**config.mk**
```make
export PLATFORM = sky130hd
export DESIGN_NAME = bidir_bus_ctrl
export DESIGN_NICKNAME = d
export VERILOG_FILES = /design/src/rtl/bidir_bus_ctrl_pkg.sv /design/src/rtl/bidir_bus_ctrl_io_sync2.sv /design/src/rtl/bidir_bus_ctrl.sv
export SDC_FILE = /design/constraint.sdc
export NUM_CORES = 1
export LEC_CHECK = 0
export CORE_MARGIN = 1
export CORE_UTILIZATION = 40
export CTS_CLUSTER_DIAMETER = 40
export DETAILED_ROUTE_END_ITERATION = 12
export HOLD_SLACK_MARGIN = 0.15
export PLACE_DENSITY_LB_ADDON = 0.3
export SYNTH_ARGS = -nofsm -noshare
export SYNTH_HDL_FRONTEND = slang
export SYNTH_HIERARCHICAL = 1
export SYNTH_SLANG_ARGS = --single-unit
```
**constraint.sdc**
```tcl
create_clock -name i_clk -period 2.8 [get_ports i_clk]
set_input_delay 0.28 -clock i_clk [delete_from_list [all_inputs] [get_ports i_clk]]
set_output_delay 0.28 -clock i_clk [all_outputs]
set_load 0.05 [all_outputs]
```
**src/rtl/bidir_bus_ctrl_pkg.sv**
```systemverilog
// Shared definitions for the half-duplex bus controller: state encoding,
// bus direction values and synchroniser depth.
package bidir_bus_ctrl_pkg;

    typedef enum logic [2:0] {
        ST_IDLE     = 3'd0,
        ST_TURN_OUT = 3'd1,
        ST_WRITE    = 3'd2,
        ST_TURN_IN  = 3'd3,
        ST_RD_SYNC  = 3'd4,
        ST_RD_CAP   = 3'd5
    } state_t;

    localparam logic DIR_IN  = 1'b1;
    localparam logic DIR_OUT = 1'b0;

    localparam int SYNC_DEPTH = 2;

endpackage

```
**src/rtl/bidir_bus_ctrl_io_sync2.sv**
```systemverilog
// Two-flop per-bit synchroniser for the asynchronous pad input.
module io_sync2 #(
    parameter int WIDTH = 8
) (
    input  logic             i_clk,
    input  logic             i_rst,
    input  logic [WIDTH-1:0] i_d,
    output logic [WIDTH-1:0] o_q
);

    logic [WIDTH-1:0] meta_q;
    logic [WIDTH-1:0] sync_q;

    always_ff @(posedge i_clk or posedge i_rst) begin
        if (i_rst) begin
            meta_q <= '0;
            sync_q <= '0;
        end else begin
            meta_q <= i_d;
            sync_q <= meta_q;
        end
    end

    assign o_q = sync_q;

endmodule

```
**src/rtl/bidir_bus_ctrl.sv**
```systemverilog
// Sequences single read/write commands onto a half-duplex tristate bus,
// inserting released-bus turnaround cycles on every direction change.
module bidir_bus_ctrl
    import bidir_bus_ctrl_pkg::*;
#(
    parameter int DATA_WIDTH  = 8,
    parameter int TURN_CYCLES = 2
) (
    input  logic                  i_clk,
    input  logic                  i_rst,
    input  logic                  i_cmd_valid,
    output logic                  o_cmd_ready,
    input  logic                  i_cmd_wr,
    input  logic [DATA_WIDTH-1:0] i_cmd_wdata,
    output logic                  o_rsp_valid,
    output logic [DATA_WIDTH-1:0] o_rsp_rdata,
    output logic                  o_bus_dir,
    output logic [DATA_WIDTH-1:0] o_bus_wdata,
    output logic                  o_bus_strobe,
    input  logic [DATA_WIDTH-1:0] i_bus_rdata
);

    // A zero-cycle turnaround still needs a one-bit counter to keep widths legal.
    localparam int CW = (TURN_CYCLES > 0) ? $clog2(TURN_CYCLES + 1) : 1;
    localparam int SW = $clog2(SYNC_DEPTH);

    state_t                state_q, state_d;
    logic                  dir_q, dir_d;
    logic [DATA_WIDTH-1:0] wdata_q, wdata_d;
    logic [DATA_WIDTH-1:0] rdata_q, rdata_d;
    logic [CW-1:0]         turn_cnt_q, turn_cnt_d;
    logic [SW-1:0]         sync_cnt_q, sync_cnt_d;
    logic [DATA_WIDTH-1:0] pad_sync;

    io_sync2 #(.WIDTH(DATA_WIDTH)) u_sync (
        .i_clk (i_clk),
        .i_rst (i_rst),
        .i_d   (i_bus_rdata),
        .o_q   (pad_sync)
    );

    // Handshake: a command transfers on a rising edge with i_cmd_valid & o_cmd_ready.
    always_ff @(posedge i_clk or posedge i_rst) begin
        if (i_rst) begin
            state_q    <= ST_IDLE;
            dir_q      <= DIR_IN;
            wdata_q    <= '0;
            rdata_q    <= '0;
            turn_cnt_q <= '0;
            sync_cnt_q <= '0;
        end else begin
            state_q    <= state_d;
            dir_q      <= dir_d;
            wdata_q    <= wdata_d;
            rdata_q    <= rdata_d;
            turn_cnt_q <= turn_cnt_d;
            sync_cnt_q <= sync_cnt_d;
        end
    end

    always_comb begin
        state_d    = state_q;
        dir_d      = dir_q;
        wdata_d    = wdata_q;
        rdata_d    = rdata_q;
        turn_cnt_d = turn_cnt_q;
        sync_cnt_d = sync_cnt_q;

        case (state_q)
            ST_IDLE: begin
                if (i_cmd_valid) begin
                    if (i_cmd_wr) begin
                        wdata_d = i_cmd_wdata;
                        if (dir_q == DIR_OUT || TURN_CYCLES == 0) begin
                            state_d = ST_WRITE;
                            dir_d   = DIR_OUT;
                        end else begin
                            state_d    = ST_TURN_OUT;
                            turn_cnt_d = CW'(TURN_CYCLES);
                        end
                    end else begin
                        dir_d = DIR_IN;
                        if (dir_q == DIR_OUT && TURN_CYCLES > 0) begin
                            state_d    = ST_TURN_IN;
                            turn_cnt_d = CW'(TURN_CYCLES);
                        end else begin
                            state_d    = ST_RD_SYNC;
                            sync_cnt_d = SW'(SYNC_DEPTH - 1);
                        end
                    end
                end
            end
            ST_TURN_OUT: begin
                turn_cnt_d = turn_cnt_q - CW'(1);
                if (turn_cnt_q <= CW'(1)) begin
                    turn_cnt_d = '0;
                    state_d    = ST_WRITE;
                    dir_d      = DIR_OUT;
                end
            end
            ST_WRITE: begin
                state_d = ST_IDLE;
            end
            ST_TURN_IN: begin
                turn_cnt_d = turn_cnt_q - CW'(1);
                if (turn_cnt_q <= CW'(1)) begin
                    turn_cnt_d = '0;
                    state_d    = ST_RD_SYNC;
                    sync_cnt_d = SW'(SYNC_DEPTH - 1);
                end
            end
            ST_RD_SYNC: begin
                // Data is captured on entry to RD_CAP so it lines up with the response pulse.
                if (sync_cnt_q == '0) begin
                    state_d = ST_RD_CAP;
                    rdata_d = pad_sync;
                end else begin
                    sync_cnt_d = sync_cnt_q - SW'(1);
                end
            end
            ST_RD_CAP: begin
                state_d = ST_IDLE;
            end
            default: begin
                state_d = ST_IDLE;
                dir_d   = DIR_IN;
            end
        endcase
    end

    assign o_cmd_ready  = (state_q == ST_IDLE);
    assign o_bus_strobe = (state_q == ST_WRITE);
    assign o_rsp_valid  = (state_q == ST_RD_CAP);
    assign o_bus_dir    = dir_q;
    assign o_bus_wdata  = wdata_q;
    assign o_rsp_rdata  = rdata_q;

endmodule
```
==> Word level (Yosys, flattened, before mapping) <==
Index checks and enable logic that the tools add are counted.
{ "totals": {"word_cells": 62, "output_inout_bits": 20, "register_bits": 39, "in_bits": 20} }
{ "op_classes": {"n_mux": 25, "n_eq_ne": 13, "order_cmp": 1, "n_bitwise": 2, "n_reduce_logical": 11, "add_sub_neg": 2} }
{ "op_table": {"columns": ["op", "count"], "rows": [
  ["3-bit two-way mux", 6],
  ["2-bit two-way mux", 6],
  ["3-bit case mux with 4 select lines", 1],
  ["2-bit != test (second input constant)", 5],
  ["1-bit two-way mux", 9],
  ["4-bit AND reduction", 2],
  ["3-bit by 2-bit equality test with 1-bit output (second input constant)", 2],
  ["3-bit equality test (second input constant)", 2],
  ["1-bit case mux with 3 select lines", 2],
  ["3-bit AND reduction", 2],
  ["5-bit AND reduction", 1],
  ["2-bit case mux with 2 select lines", 1],
  ["4-bit OR reduction", 1],
  ["3-bit by 1-bit equality test with 1-bit output (second input constant)", 1],
  ["3-bit zero test", 1],
  ["3-bit by 2-bit != test with 1-bit output (second input constant)", 1],
  ["3-bit != test (second input constant)", 1],
  ["3-bit nonzero test", 1],
  ["2-bit by 1-bit <= comparator with 1-bit output (second input constant)", 1],
  ["2-bit by 1-bit != test with 1-bit output (second input constant)", 1],
  ["1-bit inverter", 2],
  ["2-bit AND reduction", 1],
  ["2-bit nonzero test", 1],
  ["2-bit OR reduction", 1],
  ["2 further kinds", 2]
]} }

==> Depth between registers and ports, before layout <==
Gate-level depths: netlist (run 1).
{ "logic_depth": {"depth_word": 4, "ltp_mapped": 4, "ltp_nobuf": 4} }

==> By module <==
The synthesis (run 1) kept the hierarchy.
{ "modules_own_cells": {"columns": ["module", "cells_per_inst", "area_each_um2", "instances"], "rows": [
  ["bidir_bus_ctrl", 84, 1062.3, 1],
  ["io_sync2", 17, 404.1, 1]
]} }

==> Least setup slack after synthesis (run 1) <==
Ideal clock, no wire load.
{ "synth_path": {"path_type": "flip-flop to output port", "start": "register state_q[0]", "end": "output o_rsp_valid", "path_buffers": 1, "stages_incl_launch_ff": 4, "path_slack_ps": 677, "arrival_time_ps": 1843, "required_ps": 2520, "path_cell_list": "dfrtp_1 clkbuf_1 inv_1 nor3_1"} }
{ "synth_via": {"elab_chain_len": 1} }
{ "synth_lines": {"columns": ["element", "line", "text"], "rows": [
  ["start, declared", "bidir_bus_ctrl.sv:27", "state_t state_q, state_d;"],
  ["start signal, assigned", "bidir_bus_ctrl.sv:52", "state_q <= state_d;"],
  ["3-bit equality test", "bidir_bus_ctrl.sv:133", "assign o_rsp_valid = (state_q == ST_RD_CAP);"],
  ["end, declared", "bidir_bus_ctrl.sv:15", "output logic o_rsp_valid,"]
]} }
No other way between the ends.

==> Final worst setup path (run 1) <==
Same ends and word-level chain as after synthesis.

==> metrics, run 1 <==
FF/Latch Area 977 um^2; crit-path max FO 14; worst setup path class reg -> out; peak supply drop 0.000439 V; drt pass-1 iters 4; CP Buf/Inv Count 2; Total Nets Final 167; H-tree depth 2; average size of a mapped cell 14.5 um^2; Worst Max-Slew Pin Slew 871 ps; max-slew violations 0; Slew HR 41.9%; Max Cap Viol 0; final setup violation count 0; Via density 4.90; Setup WS post-layout 452 ps; num rows 21; DIE AREA 3910 um^2; startpoint types flip-flop; Layout Skew 6.41 ps; CP Launch Point state_q[0]; P_leak 0.854 nW; part of the Yosys area used for sequential elements 66.6%; prevailing post-synth register cell dfrtp_1; total gr overflow 0; drt total wl 2530 um; Net Count, Synth 124; mapped cell area 1470 um^2; overall die height 62.5 um; CTS tree yes; Hold Crit Class in -> async; ANT cells 0; CP max stage cell clkdlybuf4s50_1; RSZ-0062 raised after global routing no; CTS buffer count 5; Synth top area share 64.8%; largest net degree at the start of global routing 24; initial drt markers 69; FMAX 426 MHz; number of post-CTS setup repair buffers 0; global-route usage over all layers 14.9%; Final Hold Fails 0; layout cells sized above 1 19.3%; io pins 40; top cells by count, synth dfrtp_1 (38), mux2_2 (16), inv_1 (6), nand2_1 (4); area grow syn2layout 36.2%; Max Root-Sink Buffers 2; FF+latch count, synth 39; final worst-path cycle share 83.8%; CP endpoint kind output pin; Mapped Cells 101; DRC errors left 0; Non-Filler Instances 191; Yosys warning count 6; Clk Latency, worst-skew pair 340 ps; via count 935; most numerous cell in the Yosys netlist dfrtp_1; Yosys top cell by area dfrtp_1; port bufs 39; ranking of synthesized cells by area dfrtp_1 (65%), mux2_2 (12%), ha_1 (2.6%); library cells used by synthesis 31; post-CTS sizing 0; Initial Util 42.9%; vias in the first global route 921; Crit Reg-Reg Endpoint o_rsp_rdata[6]; CORE AREA 3420 um^2; Clock Tree Root clkbuf_4; ys async rst share 100%; worst path cell trace inv_1 -> nor3_1 -> clkdlybuf4s50_1; Post-synth EDFFs 0; Worst R2R Start state_q[2]; worst path arrival time 2070 ps; DP Wirelength 1890 um; delay of the slowest critical-path stage 830 ps; required time of the critical path 2520 ps; total power 2.58 mW; clock-pin slew on the worst setup and hold paths 110 ps; Die Wd 62.5 um; initial antenna violation count 0; CTS hold repair buffers 0; routed len/inst 13.3 um; setup slack at placement 828 ps; area of the multi-input gates 444 um^2; status complete, no violations; Placed Instances 183; setup_tns 0 ps; reg2reg setup slack 1000 ps; Reg2Reg Depth 3; delay-heaviest family, CP buffers and inverters; fill cell count 288; Clock Sinks 39; ANT nets after route 0; Power Density 1290 nW/um^2; first-pass GRT wire length 4360 um; GP Congestion 0.858; fin crit period 2350 ps
metal layers:
metal | up-vias | track usage (%) | wire length (um)
li1 | 441 | - | -
met1 | 456 | 17.2 | 1070
met5 | - | 0 | 0
met2 | 30 | 24.7 | 1280
met3 | 8 | 4.20 | 126
met4 | 0 | 8.72 | 55
flip-flops by register name, summed over array words and instances (netlist names):
signal,cells
state_q,3
o_bus_wdata,8
turn_cnt_q,2
u_sync/o_q,8
o_bus_dir,1
u_sync/meta_q,8
sync_cnt_q,1
o_rsp_rdata,8
kinds of logic (layout without fill, tap and decap cells):
group                      after synthesis  after routing  share of synthesized area, %
adders and majority gates                3              3                          2.56
and+or+nand+nor                         18             18                          8.19
buffers and inverters                   10             54                          3.07
DFF                                     39             39                          66.6
muxes                                   16             16                          12.3
xor gates and xnor gates                 1              1                         0.597
AOI/OAI and AO/OA                       14             14                          6.66
layout make-up:
type	count	share of cell area, %
clock buffer	6	2.07
clock inverter	2	3.01
inverter	7	1.32
multi-input combinational	52	22.2
sequential	39	48.9
tap	46	2.88
timing repair buffer	39	19.5
cell usage in the layout (no fill, tap or decap):
cell,instances
a21o_1,1
a21oi_1,2
a2bb2oi_1,1
a311oi_1,2
a31oi_1,1
and3_1,1
bufinv_16,2
clkbuf_1,1
clkbuf_4,5
clkdlybuf4s50_1,39
dfrtp_1,38
dfstp_2,1
ha_1,3
inv_1,6
inv_2,1
mux2_2,16
nand2_1,4
nand3_1,2
nand3_2,1
nand4_1,1
nor2_1,2
nor3_1,2
nor3_2,1
nor3b_1,1
nor4_1,1
nor4_4,1
nor4bb_1,1
o211ai_1,1
o21ai_0,3
o311ai_0,1
o31ai_1,1
o41ai_1,1
xor2_1,1
worst max path at each step:
stage                              to  slack (ps)  cells past startpoint
final                     o_rsp_valid         450                      3
after CTS                 o_cmd_ready         430                      2
after detailed placement  o_cmd_ready         830                      2
after global routing      o_rsp_valid         320                      3
after floorplan           o_rsp_valid         680                      3
after global placement    o_rsp_valid         860                      3
worst register-to-register path: stages (launching register included):
cell and delay (ps):
dfrtp_1 540, inv_2 140, nor4_4 610, mux2_2 410
through the flow:
step / cell area (um^2) / hold WS [ps] / utilization, %
2_1_floorplan: 1470 / 194 / -
3_3_place_gp: 1900 / 332 / 55.5
3_5_place_dp: 1900 / 335 / 55.5
4_1_cts: 2000 / 317 / 58.5
5_1_grt: 2000 / 329 / 58.5
6_report: 2000 / 306 / 58.5
report_power, final:
part	total (mW)	switching, mW	internal (mW)
clock	0.448	0.170	0.279
combinational	1.22	0.749	0.469
sequential	0.913	0.167	0.745
No activity file was read; power rests on OpenSTA's default activity.
==> inputs of run 2 (changes only) <==
clock period = 2.01 ns   (was 2.8 ns; I/O delays follow)
==> metrics, run 2 (same netlist as run 1, synthesis figures left out) <==
largest net degree at the start of global routing 24 (unchanged); GP Congestion 0.854 (was 0.858); Die Wd 62.5 um (unchanged); worst setup path class reg -> out (unchanged); num rows 21 (unchanged); CP max stage cell clkdlybuf4s50_1 (unchanged); initial antenna violation count 0 (unchanged); delay of the slowest critical-path stage 810 ps (was 830 ps); routed len/inst 12.9 um (was 13.3 um); CTS buffer count 5 (unchanged); DRC errors left 0 (unchanged); Power Density 1760 nW/um^2 (was 1290 nW/um^2); delay-heaviest family, CP buffers and inverters (unchanged); ANT nets after route 0 (unchanged); drt total wl 2520 um (was 2530 um); Total Nets Final 171 (was 167); Clock Sinks 39 (unchanged); final setup violation count 0 (unchanged); area grow syn2layout 37.0% (was 36.2%); CTS tree yes (unchanged); crit-path max FO 7 (was 14); CP endpoint kind output pin (unchanged); CP Buf/Inv Count 1 (was 2); overall die height 62.5 um (unchanged); Non-Filler Instances 195 (was 191); startpoint types flip-flop (unchanged); Placed Instances 187 (was 183); CTS hold repair buffers 0 (unchanged); Via density 4.95 (was 4.90); total power 3.53 mW (was 2.58 mW); RSZ-0062 raised after global routing no (unchanged); first-pass GRT wire length 4350 um (was 4360 um); H-tree depth 2 (unchanged); fin crit period 1940 ps; CORE AREA 3420 um^2 (unchanged); total gr overflow 0 (unchanged); Clock Tree Root clkbuf_4 (unchanged); vias in the first global route 994 (was 921); number of post-CTS setup repair buffers 0 (unchanged); ANT cells 0 (unchanged); global-route usage over all layers 14.4% (was 14.9%); Worst Max-Slew Pin Slew 553 ps (was 871 ps); commonest non-fill, non-tap cell in the layout dfrtp_1 (was clkdlybuf4s50_1); Max Cap Viol 0 (unchanged); Hold WS 224 ps (was 306 ps); setup_tns 0 ps (unchanged); Final Hold Fails 0 (unchanged); Max Root-Sink Buffers 2 (unchanged); DP Wirelength 1850 um (was 1890 um); port bufs 39 (unchanged); DIE AREA 3910 um^2 (unchanged); io pins 40 (unchanged); Setup WS post-layout 65.1 ps (was 452 ps); max-slew violations 0 (unchanged); layout cells sized above 1 24.8% (was 19.3%); reg2reg setup slack 470 ps (was 1000 ps); post-CTS sizing 0 (unchanged); peak supply drop 0.000684 V (was 0.000439 V); worst path cell trace clkdlybuf4s50_1 (was inv_1 -> nor3_1 -> clkdlybuf4s50_1); clock-pin slew on the worst setup and hold paths 110 ps (about the same); drt pass-1 iters 4 (unchanged); FMAX 514 MHz; required time of the critical path 1810 ps (was 2520 ps); initial drt markers 31 (was 69); worst path arrival time 1740 ps (was 2070 ps); Initial Util 42.9% (unchanged); Hold Crit Class in -> async (unchanged); status complete, no violations (unchanged); via count 966 (was 935); final worst-path cycle share 96.8%; most frequent cells in the layout dfrtp_1 (38), clkdlybuf4s50_1 (36), mux2_2 (16) (was clkdlybuf4s50_1 (39), dfrtp_1 (38), mux2_2 (16)); Clk Latency, worst-skew pair 330 ps (was 340 ps); setup slack at placement 273 ps (was 828 ps); Layout Skew 8.11 ps (was 6.41 ps); P_leak 0.876 nW (was 0.854 nW); Slew HR 63.1% (was 41.9%)
## run 2: changes by cell type in the layout (fill, tap and decap cells not counted), sizes merged
| cell | before | now |
|---|---|---|
| buf | 0 | 7 |
| bufinv | 2 | 1 |
| clkdlybuf4s50 | 39 | 36 |
| clkinv | 0 | 1 |
## run 2: metrics by stage
stage / instance area (um^2) / util (%)
2_1_floorplan: 1470 / -
3_3_place_gp: 1920 / 56.3
3_5_place_dp: 1920 / 56.3
4_1_cts: 2010 / 58.8
5_1_grt: 2010 / 58.8
6_report: 2010 / 58.8
## run 2: tightest hold or removal path, delay by kind of cell
kind     cells  cell delay, ps
buf+inv      3             750
## run 2: final timing paths
path,startpoint,end,cells past startpoint
max,o_bus_dir,o_bus_dir,1
min,i_rst,o_rsp_rdata[5],3
max reg2reg,state_q[2],o_bus_wdata[5],4
min reg2reg,u_sync/meta_q[1],u_sync/o_q[1],0
max in group asynchronous,i_rst,u_sync/meta_q[1],2
min in group i_clk,i_bus_rdata[3],u_sync/meta_q[3],1
## run 2: per-layer routing
layer	global-route usage (%)	vias to the layer above	routed length [um]
met2	24.3	22	1300
met3	3.47	5	97
met5	0	-	0
met1	17.1	492	1080
met4	6.98	0	45
li1	-	447	-
## run 2: final cells by class
class / count / area, um^2
Timing Repair Buffer: 43 / 413
Clock buffer: 6 / 51.3
Fill cell: 295 / 1410
Multi-Input combinational cell: 52 / 449
Inverter: 7 / 26.3
Tap cell: 46 / 57.6
Clock inverter: 2 / 35.0
Sequential cell: 39 / 977
## run 2: where the power goes
part,internal [mW],leakage [nW],switching (mW),total [mW]
clock,0.294,0.0482,0.239,0.533
combinational,0.675,0.365,1.09,1.76
sequential,1.04,0.463,0.198,1.24
total,2.01,0.876,1.52,3.53
